$ cat src/rtl/product_accumulator_pkg.sv
// product_accumulator_pkg: state encoding and default widths for the product accumulator.
package product_accumulator_pkg;
  typedef enum logic [1:0] {IDLE, ACCUM, DONE} state_t;
  localparam int PROD_W_DEF = 8;
  localparam int ACC_W_DEF = 16;
  localparam int LEN_W_DEF = 4;
endpackage

$ cat src/rtl/product_accumulator_add.sv
// product_accumulator_add: ACC_W-bit accumulate adder with carry out.
// PRODUCT_ACCUMULATOR_SATURATE_EN clamps to all-ones on carry; otherwise wraps.
module product_accumulator_add #(
  parameter int PROD_W = 8,
  parameter int ACC_W = 16
) (
  input  logic [ACC_W-1:0]  acc,
  input  logic [PROD_W-1:0] product,
  output logic [ACC_W-1:0]  sum,
  output logic              carry
);
  logic [ACC_W:0] full;
  assign full = {1'b0, acc} + {{(ACC_W + 1 - PROD_W){1'b0}}, product};
  assign carry = full[ACC_W];
`ifdef PRODUCT_ACCUMULATOR_SATURATE_EN
  assign sum = carry ? '1 : full[ACC_W-1:0];
`else
  assign sum = full[ACC_W-1:0];
`endif
endmodule

$ cat src/rtl/product_accumulator.sv
// product_accumulator: sums len products into an ACC_W result with sticky overflow.
// Overflow behaviour (wrap or clamp) selected by PRODUCT_ACCUMULATOR_SATURATE_EN.
module product_accumulator
  import product_accumulator_pkg::*;
#(
  parameter int PROD_W = PROD_W_DEF,
  parameter int ACC_W = ACC_W_DEF,
  parameter int LEN_W = LEN_W_DEF
) (
  input  logic              clk,
  input  logic              rst_n,
  input  logic              start,
  input  logic [LEN_W-1:0]  len,
  input  logic              in_valid,
  output logic              in_ready,
  input  logic [PROD_W-1:0] in_product,
  output logic              out_valid,
  input  logic              out_ready,
  output logic [ACC_W-1:0]  out_sum,
  output logic              out_ovf,
  output logic              busy
);
  state_t state, nxt;
  logic [ACC_W-1:0] acc, sum;
  logic [LEN_W-1:0] rem;
  logic ovf, carry, take, load;

  product_accumulator_add #(.PROD_W(PROD_W), .ACC_W(ACC_W)) u_add (
    .acc(acc),
    .product(in_product),
    .sum(sum),
    .carry(carry)
  );

  assign in_ready = state == ACCUM;
  assign out_valid = state == DONE;
  assign busy = state != IDLE;
  assign out_sum = acc;
  assign out_ovf = ovf;
  assign take = in_valid && in_ready;
  assign load = state == IDLE && start;

  always_comb begin
    nxt = state;
    if (load) nxt = (len == '0) ? DONE : ACCUM;
    else if (take && rem == LEN_W'(1)) nxt = DONE;
    else if (out_valid && out_ready) nxt = IDLE;
  end

  // a reset mid-job drops the partial sum; the next start clears it anyway
  always_ff @(posedge clk or negedge rst_n) begin
    if (!rst_n) begin
      state <= IDLE;
      acc <= '0;
      ovf <= 1'b0;
      rem <= '0;
    end else begin
      state <= nxt;
      if (load) begin
        acc <= '0;
        ovf <= 1'b0;
        rem <= len;
      end else if (take) begin
        acc <= sum;
        ovf <= ovf | carry;
        rem <= rem - LEN_W'(1);
      end
    end
  end
endmodule

$ cat config.mk
export PLATFORM = sky130hd
export DESIGN_NAME = product_accumulator
export DESIGN_NICKNAME = d
export VERILOG_FILES = /design/src/rtl/product_accumulator_pkg.sv /design/src/rtl/product_accumulator_add.sv /design/src/rtl/product_accumulator.sv
export SDC_FILE = /design/constraint.sdc
export NUM_CORES = 1
export LEC_CHECK = 0
export ABC_AREA = 1
export CORE_MARGIN = 1
export CORE_UTILIZATION = 40
export DETAILED_ROUTE_END_ITERATION = 10
export MAX_ROUTING_LAYER = met4
export PLACE_DENSITY_LB_ADDON = 0.12
export SYNTH_ARGS = -nofsm -noshare
export SYNTH_HDL_FRONTEND = slang
export SYNTH_HIERARCHICAL = 1
export SYNTH_SLANG_ARGS = --single-unit
$ cat constraint.sdc
create_clock -name clk -period 4.3 [get_ports clk]
set_clock_uncertainty 0.2 [all_clocks]
set_input_delay 0.43 -clock clk [delete_from_list [all_inputs] [get_ports clk]]
set_output_delay 0.43 -clock clk [all_outputs]
set_load 0.005 [all_outputs]
==> impl_metrics.csv <==
group,metric,value,unit
status,status,"complete, no violations",
global_route,grt_usage,20.62,%
cts,post_cts_buffers,0,
floorplanning,dieArea,0.004661,mm²
cts,cts_tree,"done",
critical_path,path_class,"in -> reg",
critical_path,worstRegToRegCells,10,
logic_synthesis,syn_inst,258,
global_route,overflow,0,
global_route,grt_pass1_wl,7003,µm
route,avgViaCountPerCell,4.889,
critical_path,path_delay_family,"simple AND/OR/NAND/NOR gates",
logic_synthesis,synth_area_leaders,"dfrtp_1 33%, nand2_1 21%, nand3_1 11%",
cts,h-tree-depth,1,
cells_and_area,area_delta_synth_final,24.72,%
sta,hold_viol,0,
cts,insertion_delay,0.27,ns
cts,cts_resized,0,
sta,setup-tns-final,0,ns
critical_path,crit_fanout,4,
cells_and_area,fillers,424,
floorplanning,core_area,0.004115,mm²
floorplanning,row_count,23,
global_route,first_global_vias,1549,
power_and_ir_drop,p_per_area,517.5,mW/mm²
route,drc_errors,0,
power_and_ir_drop,p_leak,1.154,nW
critical_path,cp-start-kind,"primary input",
global_route,antenna_found_initial,0,
route,wl_per_cell,11.69,µm
floorplanning,ios,37,
power_and_ir_drop,p_total,1.134,mW
hold_path,worstHoldPathType,"in -> async",
critical_path,worstPathRequired,4.26,ns
route,vias,1677,
critical_path,cp.arrival,2.21,ns
placed_design,routabilityCongestion,0.8226,
critical_path,cp_slowest_stage_delay,0.40,ns
critical_path,crit_top_cell,"nand2_1",
cells_and_area,final_common_cell,"nand2_1",
cts,numClockSinks,23,
logic_synthesis,yosys_register_bits,23,
placed_design,dpl_worst_slack,1.764,ns
placed_design,port_buffers,36,
logic_synthesis,synth_top_area_cell,"dfrtp_1",
logic_synthesis,synth_cell_types,24,
cts,hold_buffers,0,
sta,tightest_slew,0.5637,ns
cells_and_area,fin_nets,322,
logic_synthesis,postSynthAreaPerCell,6.809,µm²
cts,clk_pin_slew_worst_paths,0.09,ns
critical_path,cp-end-kind,"flip-flop",
power_and_ir_drop,ir_worst_vdd,0.2885,mV
cts,cts_root_buf,"clkbuf_8",
critical_path,path_depth,11,
route,ant_nets,0,
global_route,grt_max_degree,25,
sta,relSlewSlack,62.38,%
logic_synthesis,ys_seq_area_share,32.76,%
sta,rsz0062_at_grt,"no",
sta,fin_crit_sh,52.25,%
floorplanning,dieHeight,68.27,µm
logic_synthesis,yosysWarnings,6,
sta,slew_violations,0,
critical_path,critPathSlowestCell,"clkdlybuf4s50_1",
cells_and_area,drive_gt1_share,6.143,%
logic_synthesis,synth_top_area_share,32.76,%
placed_design,dpl.hpwl,2938,µm
sta,setup_violations,0,
critical_path,cp_num_buf_inv,1,
sta,fin_ws,2.053,ns
critical_path,crit_chain,"clkdlybuf4s50_1, ha_1, fa_1, nand2_1, nand2_1, and2_2, nand2_1, nand2_2, xor2_1, nand2_1, nand2_1",
route,drtIter0Drc,62,
sta,max_freq,0.4451,GHz
logic_synthesis,syn_area,0.001757,mm²
cells_and_area,final_cell_mix,"100 x nand2_1, 39 x nand3_1, 36 x clkdlybuf4s50_1",
cts,cts_made_buffers,3,
sta,post-route-min-period,2.247,ns
floorplanning,die_x,68.27,µm
route,drt_wl_total,4009,µm
route,drtPass1Iterations,4,
logic_synthesis,synth_fp_nets,286,
cells_and_area,n_antenna_cell,0,
cts,clock_path_buffers,2,
floorplanning,start_util,42.69,%
run,cap_violations,0,
==> final cells by class <==
type	count	area, µm²	share of cell area [%]
inverters	31	116.4	5.311
flip-flops and latches	23	575.6	26.27
multi-input cells	198	1023	46.72
clock buffers	4	45.04	2.056
repair buffers	37	367.9	16.79
well taps	50	62.56	2.856
==> worst paths after layout <==
path,start,to,slack (ns)
max,in_product[0],out_sum[8],2.05
max reg2reg,out_sum[0],out_sum[8],2.19
max in group asynchronous,rst_n,out_sum[0],3.02
min reg2reg,state[1],state[1],0.33
min in group clk,state[1],state[1],0.33
min,rst_n,out_sum[13],0.30
==> worst reg2reg max path, stage by stage (launching register included) <==
cell and delay (ns):
dfrtp_1 0.41, ha_1 0.23, fa_1 0.40, nand2_1 0.09, nand2_1 0.06, and2_2 0.19, nand2_1 0.07, nand2_2 0.08
xor2_1 0.15, nand2_1 0.07, nand2_1 0.05
==> synth_stat cells <==
cell type / number
a21o_1: 1
a21oi_1: 4
a21oi_2: 1
and2_2: 1
buf_2: 3
buf_4: 2
buf_6: 1
dfrtp_1: 23
fa_1: 1
ha_1: 10
inv_1: 27
inv_2: 4
nand2_1: 100
nand2_2: 3
nand3_1: 39
nand3_2: 2
nand3b_1: 4
nand4_1: 2
nor2_1: 15
nor2_4: 1
nor3_2: 2
o211ai_1: 2
o21ai_1: 2
xor2_1: 8
==> cell families (layout without fill, tap and decap cells) <==
family                     count (synthesis)  count (layout)  synth area share [%]
buffers and inverters                     37              72                 8.974
DFF                                       23              23                 32.76
adders and majority gates                 11              11                 8.262
and+or+nand+nor                          169             169                 42.52
xor gates and xnor gates                   8               8                 3.989
AOI/OAI and AO/OA                         10              10                 3.490
==> routing by layer <==
metal | wire [µm] | up-vias | GRT usage, %
li1 | - | 885 | -
met1 | 1996 | 755 | 28.25
met2 | 1818 | 35 | 32.23
met3 | 168 | 2 | 2.000
met4 | 26 | 0 | 5.469
met5 | 0 | - | -
==> where the power goes <==
group          switching [mW]  internal, mW  leakage (nW)
clock                  0.0775        0.0663        0.0228
sequential             0.0688         0.286         0.299
combinational           0.354         0.281         0.832
==> state kept, by name, indices dropped and copies added, names as in the netlist <==
name and count:
rem 4, out_sum 16, state 2, out_ovf 1
==> through the flow <==
stage	area (µm²)	cells	util (%)	hold slack, ns
after floorplan	1757	258	-	-0.06559
after global placement	2146	339	52.14	0.3096
after detailed placement	2146	339	52.14	0.3111
after CTS	2191	343	53.24	0.3299
after global routing	2191	343	53.24	0.3484
final	2191	343	53.24	0.3049
(Power assumes the default switching activity.)
